[config.mk]
export PLATFORM = sky130hd
export DESIGN_NAME = bfloat_mul_seq_flat
export DESIGN_NICKNAME = d
export VERILOG_FILES = /design/src/rtl/bfloat_mul_seq_pkg.sv /design/src/rtl/bfloat_mul_seq_if.sv /design/src/rtl/bfloat_mul_seq_round_pack.sv /design/src/rtl/bfloat_mul_seq.sv /design/src/flat_wrapper.sv
export SDC_FILE = /design/constraint.sdc
export NUM_CORES = 1
export LEC_CHECK = 0
export CAP_MARGIN = 25
export CORE_MARGIN = 3
export CORE_UTILIZATION = 53
export DETAILED_ROUTE_END_ITERATION = 10
export PLACE_DENSITY_LB_ADDON = 0.25
export SYNTH_ARGS = -nofsm -noshare
export SYNTH_HDL_FRONTEND = slang
export SYNTH_HIERARCHICAL = 1
export SYNTH_SLANG_ARGS = --single-unit
[constraint.sdc]
create_clock -name clk -period 2.79 [get_ports clk]
set_input_delay 0.558 -clock clk [delete_from_list [all_inputs] [get_ports clk]]
set_output_delay 0.558 -clock clk [all_outputs]
set_load 0.01 [all_outputs]
[src/rtl/bfloat_mul_seq_pkg.sv]
// Shared bfloat16 types, constants and the operand classifier used by the
// multiplier (and by the divider that sits next to it in the unit).
package bfloat_pkg;

  typedef struct packed {
    logic       s;
    logic [7:0] e;
    logic [6:0] f;
  } bf16_t;

  localparam int          BF16_BIAS    = 127;
  localparam logic [7:0]  BF16_EXP_MAX = 8'hFF;
  localparam logic [15:0] BF16_QNAN    = 16'h7FC0;

  // Operand class; subnormals fall into ZERO because they are flushed on input.
  typedef enum logic [1:0] {ZERO, NORM, INF, NAN} bf16_class_e;

  // Multiplier sequencer states.
  typedef enum logic [1:0] {ST_IDLE, ST_MUL, ST_NORM, ST_DONE} mul_state_e;

  function automatic bf16_class_e bf16_class(input bf16_t x);
    bf16_class_e cls;
    if (x.e == 8'h00) begin
      cls = ZERO;
    end else if (x.e == BF16_EXP_MAX) begin
      if (x.f == 7'd0) cls = INF;
      else             cls = NAN;
    end else begin
      cls = NORM;
    end
    return cls;
  endfunction

endpackage

[src/rtl/bfloat_mul_seq_if.sv]
// Operand/result handshake bundle for the bfloat16 multiplier.
interface bfloat_mul_seq_if;
  logic        in_valid;
  logic        in_ready;
  logic [15:0] a;
  logic [15:0] b;
  logic        out_valid;
  logic        out_ready;
  logic [15:0] c;
  logic        ovf;
  logic        unf;
  logic        inv;

  // Master issues operands and consumes results.
  modport master (
    output in_valid, a, b, out_ready,
    input  in_ready, out_valid, c, ovf, unf, inv
  );

  // Slave is the arithmetic unit.
  modport slave (
    input  in_valid, a, b, out_ready,
    output in_ready, out_valid, c, ovf, unf, inv
  );
endinterface

[src/rtl/bfloat_mul_seq_round_pack.sv]
// Normalise a 16-bit significand product, round to nearest-even and pack
// into bfloat16 with overflow/underflow saturation. Purely combinational so
// the divider can reuse it on its own quotient.
module bf16_round_pack
  import bfloat_pkg::*;
(
  input  logic [15:0]       p,
  input  logic signed [9:0] e,
  input  logic              s,
  output logic [15:0]       c,
  output logic              ovf,
  output logic              unf
);

  logic signed [9:0] e_norm;
  logic signed [9:0] e_fin;
  logic [6:0]        frac;
  logic              guard;
  logic              sticky;
  logic              round_up;
  logic [7:0]        frac_rnd;

  // Pick the leading one (bit 15 or 14), round, then range-check the exponent.
  always_comb begin
    if (p[15]) begin
      frac   = p[14:8];
      guard  = p[7];
      sticky = |p[6:0];
      e_norm = e + 10'sd1;
    end else begin
      frac   = p[13:7];
      guard  = p[6];
      sticky = |p[5:0];
      e_norm = e;
    end

    round_up = guard & (sticky | frac[0]);
    frac_rnd = {1'b0, frac} + {7'd0, round_up};
    // A carry out of the fraction leaves frac_rnd[6:0]==0 and bumps the exponent.
    e_fin    = frac_rnd[7] ? (e_norm + 10'sd1) : e_norm;

    ovf = 1'b0;
    unf = 1'b0;
    if (e_fin >= 10'sd255) begin
      c   = {s, BF16_EXP_MAX, 7'd0};
      ovf = 1'b1;
    end else if (e_fin <= 10'sd0) begin
      c   = {s, 8'h00, 7'd0};
      unf = 1'b1;
    end else begin
      c   = {s, e_fin[7:0], frac_rnd[6:0]};
    end
  end

endmodule

[src/rtl/bfloat_mul_seq.sv]
// Sequential bfloat16 multiplier: shift-add significand product over N_MUL
// cycles, one normalise/round cycle, result held until the consumer takes it.
// Special operands are resolved at acceptance and bypass the datapath.
module bfloat_mul_seq
  import bfloat_pkg::*;
#(
  parameter int BITS_PER_CYCLE = 1
) (
  input  logic clk,
  input  logic rst,
  bfloat_mul_seq_if.slave bus
);

  localparam int N_MUL = 8 / BITS_PER_CYCLE;
  localparam int CW    = (N_MUL > 1) ? $clog2(N_MUL) : 1;

  mul_state_e        state_q;
  logic              in_ready_q;
  logic              out_valid_q;
  logic [15:0]       c_q;
  logic              ovf_q;
  logic              unf_q;
  logic              inv_q;
  logic [15:0]       ma_q;
  logic [7:0]        mb_q;
  logic [15:0]       acc_q;
  logic signed [9:0] exp_q;
  logic              sign_q;
  logic [CW-1:0]     cnt_q;

  bf16_t             op_a;
  bf16_t             op_b;
  bf16_class_e       cls_a;
  bf16_class_e       cls_b;
  logic              spec_hit;
  logic              spec_inv;
  logic [15:0]       spec_c;
  logic signed [9:0] exp_d;
  logic [15:0]       acc_d;
  logic [15:0]       pp_sum;
  logic [15:0]       pp [BITS_PER_CYCLE];

  logic [15:0]       rp_c;
  logic              rp_ovf;
  logic              rp_unf;

  assign op_a  = bus.a;
  assign op_b  = bus.b;
  assign cls_a = bf16_class(op_a);
  assign cls_b = bf16_class(op_b);

  // Biased exponent sum; 10-bit two's complement holds -125..381 plus rounding bumps.
  assign exp_d = $signed({2'b00, op_a.e} + {2'b00, op_b.e} - 10'(BF16_BIAS));

  // Special-value resolution in priority order: invalid, infinity, zero.
  always_comb begin
    spec_hit = 1'b1;
    spec_inv = 1'b0;
    spec_c   = 16'h0000;
    if (cls_a == NAN || cls_b == NAN ||
        (cls_a == INF && cls_b == ZERO) || (cls_a == ZERO && cls_b == INF)) begin
      spec_c   = BF16_QNAN;
      spec_inv = 1'b1;
    end else if (cls_a == INF || cls_b == INF) begin
      spec_c   = {op_a.s ^ op_b.s, BF16_EXP_MAX, 7'd0};
    end else if (cls_a == ZERO || cls_b == ZERO) begin
      spec_c   = {op_a.s ^ op_b.s, 8'h00, 7'd0};
    end else begin
      spec_hit = 1'b0;
    end
  end

  // One partial product per multiplier bit retired this cycle.
  for (genvar gi = 0; gi < BITS_PER_CYCLE; gi++) begin : g_pp
    assign pp[gi] = mb_q[gi] ? (ma_q << gi) : 16'd0;
  end

  // Sum this cycle's partial products into the running accumulator.
  always_comb begin
    pp_sum = 16'd0;
    for (int i = 0; i < BITS_PER_CYCLE; i++) begin
      pp_sum = pp_sum + pp[i];
    end
    acc_d = acc_q + pp_sum;
  end

  bf16_round_pack u_round_pack (
    .p   (acc_q),
    .e   (exp_q),
    .s   (sign_q),
    .c   (rp_c),
    .ovf (rp_ovf),
    .unf (rp_unf)
  );

  // Sequencer with registered handshake and result outputs.
  always_ff @(posedge clk) begin
    if (rst) begin
      state_q     <= ST_IDLE;
      in_ready_q  <= 1'b1;
      out_valid_q <= 1'b0;
      c_q         <= 16'h0000;
      ovf_q       <= 1'b0;
      unf_q       <= 1'b0;
      inv_q       <= 1'b0;
      ma_q        <= 16'd0;
      mb_q        <= 8'd0;
      acc_q       <= 16'd0;
      exp_q       <= 10'sd0;
      sign_q      <= 1'b0;
      cnt_q       <= '0;
    end else begin
      case (state_q)
        ST_IDLE: begin
          if (bus.in_valid && in_ready_q) begin
            in_ready_q <= 1'b0;
            ovf_q      <= 1'b0;
            unf_q      <= 1'b0;
            inv_q      <= 1'b0;
            sign_q     <= op_a.s ^ op_b.s;
            if (spec_hit) begin
              c_q         <= spec_c;
              inv_q       <= spec_inv;
              out_valid_q <= 1'b1;
              state_q     <= ST_DONE;
            end else begin
              ma_q    <= {8'd0, 1'b1, op_a.f};
              mb_q    <= {1'b1, op_b.f};
              acc_q   <= 16'd0;
              exp_q   <= exp_d;
              cnt_q   <= CW'(N_MUL - 1);
              state_q <= ST_MUL;
            end
          end
        end
        ST_MUL: begin
          acc_q <= acc_d;
          ma_q  <= ma_q << BITS_PER_CYCLE;
          mb_q  <= mb_q >> BITS_PER_CYCLE;
          if (cnt_q == '0) state_q <= ST_NORM;
          else             cnt_q   <= cnt_q - 1'b1;
        end
        ST_NORM: begin
          c_q         <= rp_c;
          ovf_q       <= rp_ovf;
          unf_q       <= rp_unf;
          out_valid_q <= 1'b1;
          state_q     <= ST_DONE;
        end
        ST_DONE: begin
          if (bus.out_ready) begin
            out_valid_q <= 1'b0;
            in_ready_q  <= 1'b1;
            state_q     <= ST_IDLE;
          end
        end
        default: state_q <= ST_IDLE;
      endcase
    end
  end

  assign bus.in_ready  = in_ready_q;
  assign bus.out_valid = out_valid_q;
  assign bus.c         = c_q;
  assign bus.ovf       = ovf_q;
  assign bus.unf       = unf_q;
  assign bus.inv       = inv_q;

endmodule
[src/flat_wrapper.sv]
// flat-port wrapper written by rule: the top's interface ports become plain ports
module bfloat_mul_seq_flat import bfloat_pkg::*;
#(
  parameter int BITS_PER_CYCLE = 1
)
  (clk, rst, bus_in_valid, bus_a, bus_b, bus_out_ready, bus_in_ready, bus_out_valid, bus_c, bus_ovf, bus_unf, bus_inv);
  bfloat_mul_seq_if bus_i ();
  input  logic clk;
  input  logic rst;
  input wire logic [$bits(bus_i.in_valid)-1:0] bus_in_valid;
  input wire logic [$bits(bus_i.a)-1:0] bus_a;
  input wire logic [$bits(bus_i.b)-1:0] bus_b;
  input wire logic [$bits(bus_i.out_ready)-1:0] bus_out_ready;
  output wire logic [$bits(bus_i.in_ready)-1:0] bus_in_ready;
  output wire logic [$bits(bus_i.out_valid)-1:0] bus_out_valid;
  output wire logic [$bits(bus_i.c)-1:0] bus_c;
  output wire logic [$bits(bus_i.ovf)-1:0] bus_ovf;
  output wire logic [$bits(bus_i.unf)-1:0] bus_unf;
  output wire logic [$bits(bus_i.inv)-1:0] bus_inv;
  assign bus_i.in_valid = bus_in_valid;
  assign bus_i.a = bus_a;
  assign bus_i.b = bus_b;
  assign bus_i.out_ready = bus_out_ready;
  assign bus_in_ready = bus_i.in_ready;
  assign bus_out_valid = bus_i.out_valid;
  assign bus_c = bus_i.c;
  assign bus_ovf = bus_i.ovf;
  assign bus_unf = bus_i.unf;
  assign bus_inv = bus_i.inv;
  bfloat_mul_seq #(.BITS_PER_CYCLE(BITS_PER_CYCLE)) u_core (.clk(clk), .rst(rst), .bus(bus_i));
endmodule
==> summary.md, run 1 <==
| Metric | Value |
|---|---|
| CTS H-tree lvls | 3 |
| CP max stage cell | a2111o_1 |
| Max-slew headroom | 51.5% |
| CP required | a little over 3 ns |
| Worst-Margin Slew | 0.727 ns |
| Async SR Flop Fraction | 0% |
| Clock root buffer | clkbuf_8 |
| Core Rows | 37 |
| HP Class | flip-flop to flip-flop |
| Pre-CTS setup slack | -0.415 ns |
| P per Cell Area | 643 mW/mm^2 |
| Internal reg-to-reg setup slack | -0.01 ns |
| Violated checks | negative setup slack |
| Setup crit start | u_core/acc_q[15]$_SDFFE_PP0P_ |
| Commonest non-fill, non-tap cell in the layout | buf_4 |
| Nets@finish | about 900 |
| Drt total wl | ~16000 um |
| Worst setup EP type | flip-flop |
| CTS sink count | 77 |
| Worst setup endpoint | u_core/bus.c[6]$_SDFFE_PP0P_ |
| Final hold slack | about 0.45 ns |
| Initial antenna violation count | 0 |
| Fin crit share | 100% |
| Critical Path Start Type | flip-flop |
| Leakage Power | 0.00292 uW |
| Hold-fix buffers at CTS | 0 |
| Via count | roughly 5700 |
| Clock transition at the registers of the reported paths | approximately 0.080 ns |
| Diodes inserted | 0 |
| Core area | a little over 0.01 sq mm |
| Share of cells above drive strength 1 | 20.1% |
| Crit path kind | flip-flop to flip-flop |
| Die footprint | around 0.012 sq mm |
| FF-to-FF Start | u_core/acc_q[15]$_SDFFE_PP0P_ |
| Top FF cell, synth | dfxtp_1 |
| Post-DP HPWL | roughly 12000 um |
| Syn Std Cell Area | ~0.0057 sq mm |
| CP delay by family, top | simple AND/OR/NAND/NOR gates |
| Vias in the first global route | 5553 |
| Max-slew violations | 0 |
| Total global routing overflow | 0 |
| Reg-to-Reg End | u_core/bus.c[6]$_SDFFE_PP0P_ |
| Vias/cell | slightly below 6 |
| CTS Buffer Depth | 2 |
| Routability Congestion | 0.911 |
| Sequential fraction of the synthesis area | 27.2% |
| Commonest cells after routing, fill and taps aside | buf_4 (86), nor2_1 (74), dfxtp_1 (71) |
| Routed length per instance | roughly 16 um |
| Post-synthesis cell count | a little over 700 |
| CP peak stage delay | 0.43 ns |
| Worst r2r path cells | 12 |
| Chip height | 109 um |
| RSZ-0062 raised after global routing | yes |
| Max VDD drop | 0.423 mV |
| IO Pins | 57 |
| Final WS setup | -0.0108 ns |
| Largest net degree at the start of global routing | 45 |
| FF+latch count, synth | between 70 and 80 |
| Port Buffers | 56 |
| Status | finished, violations left |
| Crit path cell chain | nand2b_4 -> a2111o_1 -> or3_4 -> buf_4 -> nor4_2 -> xnor2_1 -> nor2_2 -> nor4b_2 -> nand2_1 -> o21ai_1 -> nand2_1 -> a21oi_1 |
| Crit path arrival time | 3.07 ns |
| EDFF count, synth | 0 |
| Maxcap violations | 0 |
| Placed inst area | a little under 0.007 sq mm |
| Starting Density | roughly 55% |
| Final Instance Area | 0.00737 sq mm |
| Avg Synthesized Cell Area | 8.03 sq um |
| Core Util, Final | 71.1% |
| Syn nets | 783 |
| Post-Route Skew | 0.0146 ns |
| Most frequent CP cell | nand2_1 |
| WP depth | 12 |
| CP Max Fanout | 6 |
| Die Wd | 109 um |
| Non-Filler Instances | 967 |
| Layout area overhead | 30.1% |
| CP bufs+invs | 1 |
| Synth warnings | 6 |
| Initial DRC Count | approximately 370 |
| Drt drc | 0 |
| Post-Place Cells | 947 |
| Fmax | 0.357 GHz |
| Crit path time final | ~2.8 ns |
| Final setup vio count | 3 |
| TritonCTS Buffers | 9 |
| GR Util All Layers | 25.9% |
| Synth cell types | 74 |
| Clock Latency Late Sink | 0.34 ns |
| CTS tree | yes |
| Post-DRT Antenna Nets | 0 |
| Drt pass-1 iters | 5 |
| Global-route wire length before repair | ~25000 um |
| Final hold violation count | 0 |
-- power breakdown --
| part | switching, uW | internal [uW] |
|---|---|---|
| combinational | 1260 | 1010 |
| sequential | 213 | 1340 |
| clock | 417 | 508 |
| total | 1890 | 2850 |
-- per-layer routing --
metal | up-vias | wire length, um | GRT usage, %
met1 | 2721 | 6890 | 32.4
met5 | - | 0 | 0
met4 | 0 | 410 | 9.08
met2 | 142 | 7740 | 45.5
met3 | 35 | 625 | 3.64
li1 | 2824 | - | -
-- state kept, by name, summed over array words and instances (netlist names), 2 cells and up --
name and cells:
u_core/bus.c 16, u_core/exp_q 10, u_core/state_q 2, u_core/acc_q 16, u_core/mb_q 8, u_core/cnt_q 3
u_core/ma_q 16
-- layout make-up --
cell class                 instances  area (sq um)
sequential                        77          1550
clock buffer                      11           131
multi-input combinational        563          4050
inverter                          26          97.6
clock inverter                     5          83.8
tap                              136           170
fill                             825          3000
timing repair buffer             149          1290
-- repair_timing --
action,4_1_cts,5_1_grt
gates resized for setup,28,25
endpoints found under the setup margin,12,14
pin swaps,13,16
buffers inserted,3,1
-- worst register-to-register path, stage by stage (launching register included) --
cell and delay, ns:
dfxtp_4 0.37, nand2b_4 0.17, a2111o_1 0.43, or3_4 0.40
buf_4 0.16, nor4_2 0.16, xnor2_1 0.16, nor2_2 0.26
nor4b_2 0.25, nand2_1 0.08, o21ai_1 0.09, nand2_1 0.07
a21oi_1 0.14
-- worst min-delay path by stage --
stage                                        end  cells after the start                          from
global route        u_core/bus.c[3]$_SDFFE_PP0P_                      2  u_core/bus.c[3]$_SDFFE_PP0P_
floorplan           u_core/exp_q[7]$_SDFFE_PP0P_                      2  u_core/exp_q[7]$_SDFFE_PP0P_
detailed placement  u_core/bus.c[1]$_SDFFE_PP0P_                      2  u_core/bus.c[1]$_SDFFE_PP0P_
CTS                 u_core/bus.c[1]$_SDFFE_PP0P_                      2  u_core/bus.c[1]$_SDFFE_PP0P_
global placement    u_core/bus.c[1]$_SDFFE_PP0P_                      2  u_core/bus.c[1]$_SDFFE_PP0P_
finish              u_core/bus.c[1]$_SDFFE_PP0P_                      2  u_core/bus.c[1]$_SDFFE_PP0P_
-- Yosys cell counts, drive strengths merged (3+ instances only) --
cell type,number,area (sq um)
a22oi,15,126
and2,19,119
nor2,76,290
nand2b,8,50.1
or2,4,25.0
nor4,11,81.3
nand4b,3,26.3
mux2i,19,190
clkbuf,21,78.8
o21a,5,37.5
xnor2,24,210
a31oi,4,25.0
or4,5,37.5
and3,4,25.0
nand4,12,87.6
o211ai,5,37.5
nand3,22,110
a32oi,3,26.3
nand3b,6,45.0
inv,26,97.6
o21ai,16,80.1
nor2b,3,18.8
a2bb2oi,3,26.3
dfxtp,77,1540
a221oi,4,35.0
ha,39,488
mux2,4,45.0
nor4b,9,93.8
or3,5,31.3
o21bai,6,45.0
a21o,6,45.0
a21boi,4,30.0
nor3,13,65.1
xor2,11,96.3
nand2,72,275
a211oi,34,255
o311ai,3,43.8
a21oi,56,299
buf,19,115
a2111oi,3,38.8
-- stage by stage --
step	TNS (ns)	power [uW]
6_report	-0.0281	4740
2_1_floorplan	0	2920
3_5_place_dp	-1.90	3680
5_1_grt	-0.822	5040
3_3_place_gp	-0.705	3580
4_1_cts	-0.0000480	4680
-- cells by family after synthesis --
group | count (synthesis) | synth area share, %
AOI/OAI and AO/OA | 188 | 23.6
xor gates and xnor gates | 35 | 5.41
adders and majority gates | 41 | 9.32
buffers and inverters | 66 | 5.14
DFF | 77 | 27.2
muxes | 23 | 4.15
and+or+nand+nor | 276 | 25.1
Note: power is estimated with default switching activity, not from simulation.
==> inputs of run 2 (changes only) <==
--- a/config.mk
+++ b/config.mk
@@ -5,7 +5,7 @@
 export SDC_FILE = /design/constraint.sdc
 export NUM_CORES = 1
 export LEC_CHECK = 0
-export CAP_MARGIN = 25
+export CAP_MARGIN = 20
 export CORE_MARGIN = 3
 export CORE_UTILIZATION = 53
 export DETAILED_ROUTE_END_ITERATION = 10
==> results of run 2 <==
The final DEF is identical to that of run 1; final timing and power are the same.
==> inputs of run 3 (changes only) <==
--- a/config.mk
+++ b/config.mk
@@ -5,9 +5,11 @@
 export SDC_FILE = /design/constraint.sdc
 export NUM_CORES = 1
 export LEC_CHECK = 0
-export CAP_MARGIN = 20
+export CAP_MARGIN = 40
+export CELL_PAD_IN_SITES_DETAIL_PLACEMENT = 2
+export CELL_PAD_IN_SITES_GLOBAL_PLACEMENT = 2
 export CORE_MARGIN = 3
-export CORE_UTILIZATION = 53
+export CORE_UTILIZATION = 31
 export DETAILED_ROUTE_END_ITERATION = 10
 export PLACE_DENSITY_LB_ADDON = 0.25
 export SYNTH_ARGS = -nofsm -noshare
==> run 3 against run 2 <==
The run still ends with negative setup slack left. Worst setup slack worse by 0.33 ns. Global-route usage down 3.2 points. Non-clock buffer count up 33. Cell count up 13%. Fmax down 11%. Utilization down 25 points. Total power up 20%. Combinational power up 23%. Hold slack better by 0.041 ns.
==> summary.md, run 3 (synthesis gave the netlist of run 1 again) <==
| Metric | Value |
|---|---|
| Port Buffers | 56 (unchanged) |
| Core Rows | 48 (was 37) |
| Routability Congestion | 0.848 (was 0.911) |
| IO Pins | 57 (unchanged) |
| Post-DRT Antenna Nets | 0 (unchanged) |
| Vias in the first global route | 6809 (was 5553) |
| Maxcap violations | 0 (unchanged) |
| Crit path cell chain | buf_6 -> nand2_4 -> buf_6 -> a2111oi_4 -> buf_4 -> buf_6 -> o211ai_1 -> xnor2_1 -> o211ai_1 -> nor4b_4 -> buf_4 -> buf_6 -> nor4b_4 -> nand3_1 -> a21oi_1 (was nand2b_4 -> a2111o_1 -> or3_4 -> buf_4 -> nor4_2 -> xnor2_1 -> nor2_2 -> nor4b_2 -> nand2_1 -> o21ai_1 -> nand2_1 -> a21oi_1) |
| Clock transition at the registers of the reported paths | 0.06 ns (was 0.08 ns) |
| CTS H-tree lvls | 3 (unchanged) |
| Max-slew violations | 0 (unchanged) |
| Diodes inserted | 0 (unchanged) |
| Fmax | 0.319 GHz (was 0.357 GHz) |
| Share of cells above drive strength 1 | 25.0% (was 20.1%) |
| Hold-fix buffers at CTS | 0 (unchanged) |
| Max VDD drop | 0.379 mV (was 0.423 mV) |
| Global-route wire length before repair | 36400 um (was 25200 um) |
| Placed inst area | 0.00720 sq mm (was 0.00690 sq mm) |
| TritonCTS Buffers | 9 (unchanged) |
| Worst setup EP type | flip-flop (unchanged) |
| CTS sink count | 77 (unchanged) |
| CP bufs+invs | 6 (was 1) |
| Nets@finish | 936 (was 903) |
| Drt total wl | 25900 um (was 15700 um) |
| Setup crit start | u_core/acc_q[15]$_SDFFE_PP0P_ (unchanged) |
| GR Util All Layers | 22.7% (was 25.9%) |
| Most frequent CP cell | buf_6 (was nand2_1) |
| Status | finished, violations left (unchanged) |
| Largest net degree at the start of global routing | 55 (was 45) |
| HP Class | flip-flop to flip-flop (unchanged) |
| Vias/cell | 5.73 (was 5.92) |
| Die footprint | 0.0199 sq mm (was 0.0120 sq mm) |
| Core area | 0.0176 sq mm (was 0.0104 sq mm) |
| Commonest cells after routing, fill and taps aside | buf_4 (108), nor2_1 (74), dfxtp_1 (71) (was buf_4 (86), nor2_1 (74), dfxtp_1 (71)) |
| Final hold slack | 0.496 ns (was 0.455 ns) |
| Final WS setup | -0.340 ns (was -0.0108 ns) |
| Total global routing overflow | 0 (unchanged) |
| Hold path startpoint | u_core/bus.c[1]$_SDFFE_PP0P_ (unchanged) |
| Clock root buffer | clkbuf_16 (was clkbuf_8) |
| Chip height | 141 um (was 109 um) |
| Leakage Power | 0.00326 uW (was 0.00292 uW) |
| Worst-Margin Slew | 0.602 ns (was 0.727 ns) |
| Final Instance Area | 0.00810 sq mm (was 0.00737 sq mm) |
| Crit path arrival time | 3.35 ns (was 3.07 ns) |
| Post-Route Skew | 0.00888 ns (was 0.0146 ns) |
| CP required | 3.01 ns (was 3.06 ns) |
| CTS tree | yes (unchanged) |
| Critical Path Start Type | flip-flop (unchanged) |
| Final setup vio count | 15 (was 3) |
| Initial DRC Count | 263 (was 367) |
| Via count | 6236 (was 5722) |
| TNS Setup | -2.45 ns (was -0.0281 ns) |
| CP delay by family, top | buffers and inverters (was simple AND/OR/NAND/NOR gates) |
| RSZ-0062 raised after global routing | yes (unchanged) |
| Die Wd | 141 um (was 109 um) |
| Drt drc | 0 (unchanged) |
| Clock Latency Late Sink | 0.35 ns (was 0.34 ns) |
| Initial antenna violation count | 0 (unchanged) |
| Crit path time final | 3.13 ns (was 2.80 ns) |
| FF-to-FF Start | u_core/acc_q[15]$_SDFFE_PP0P_ (unchanged) |
| CP peak stage delay | 0.47 ns (was 0.43 ns) |
| Violated checks | negative setup slack (unchanged) |
| CTS Buffer Depth | 2 (unchanged) |
| Crit path kind | flip-flop to flip-flop (unchanged) |
| Commonest non-fill, non-tap cell in the layout | buf_4 (unchanged) |
| Layout area overhead | 43.0% (was 30.1%) |
| Max-slew headroom | 59.9% (was 51.5%) |
| CP max stage cell | a2111oi_4 (was a2111o_1) |
| CP Max Fanout | 5 (was 6) |
| Fin crit share | 112% (was 100%) |
| Final hold violation count | 0 (unchanged) |
| P per Cell Area | 701 mW/mm^2 (was 643 mW/mm^2) |
| Fill cells | 1909 (was 825) |
| Post-DP HPWL | 16200 um (was 11800 um) |
| Routed length per instance | 23.8 um (was 16.2 um) |
| Starting Density | 32.2% (was 54.7%) |
| Drt pass-1 iters | 5 (unchanged) |
## run 3: cell types whose count changed in the layout (fill, tap and decap cells not counted), moves of 3 or more
cell,previous run,this run
buf_6,5,9
buf_12,1,6
nor4b_4,2,6
buf_4,86,108
clkbuf_16,0,10
nor4b_2,5,2
clkbuf_8,9,1
clkdlybuf4s50_1,54,51
## run 3: through the flow
step,util (%),power [uW],instances,worst slack (ns)
final,46.0,5680,1089,-0.340
after global routing,46.0,6010,1089,-0.417
after CTS,44.3,5450,1078,-0.0286
after detailed placement,40.9,3990,1055,-0.530
after global placement,40.9,3820,1055,-0.322
after floorplan,-,2920,706,0.0182
## run 3: where the power goes
| group | switching [uW] | leakage, uW | internal, uW |
|---|---|---|---|
| clock network | 524 | 0.000152 | 811 |
| registers | 225 | 0.000631 | 1340 |
| logic | 1590 | 0.00248 | 1180 |
## run 3: path summary, 6_finish.rpt
| check | endpoint | slack, ns | depth (start not counted) |
|---|---|---|---|
| setup / recovery | u_core/bus.c[3]$_SDFFE_PP0P_ | -0.34 | 15 |
| hold / removal | u_core/bus.c[1]$_SDFFE_PP0P_ | 0.50 | 2 |
| setup reg to reg | u_core/bus.c[3]$_SDFFE_PP0P_ | -0.34 | 15 |
| hold reg to reg | u_core/bus.c[1]$_SDFFE_PP0P_ | 0.50 | 2 |
## run 3: metal layers
metal  share of wire [%]  wire length [um]  track usage (%)  vias up
met3                 2.5               645             3.29       48
li1                    -                 -                -     2889
met5                   0                 0                0        -
met1                  40             10300             26.4     3186
met4                 2.9               758             6.17        0
met2                  55             14200             42.9      113
## run 3: repair_timing
action                                  CTS  global route
setup buffers                             7            10
pin swaps                                16            29
endpoints found under the setup margin   21            20
resized for setup                        46            42
cloned                                    0             1
## run 3: layout make-up
class,instances,area [sq um],share of cell area [%]
multi-input combinational,563,4200,51.8
timing repair buffer,182,1650,20.3
sequential,77,1550,19.2
tap,225,282,3.47
clock buffer,11,243,3.00
inverter,26,97.6,1.20
clock inverter,5,83.8,1.03
## run 3: tightest hold or removal path: stages, from the launching register on
cell	delay (ns)
dfxtp_1	0.32
nand2_1	0.07
a21oi_1	0.06
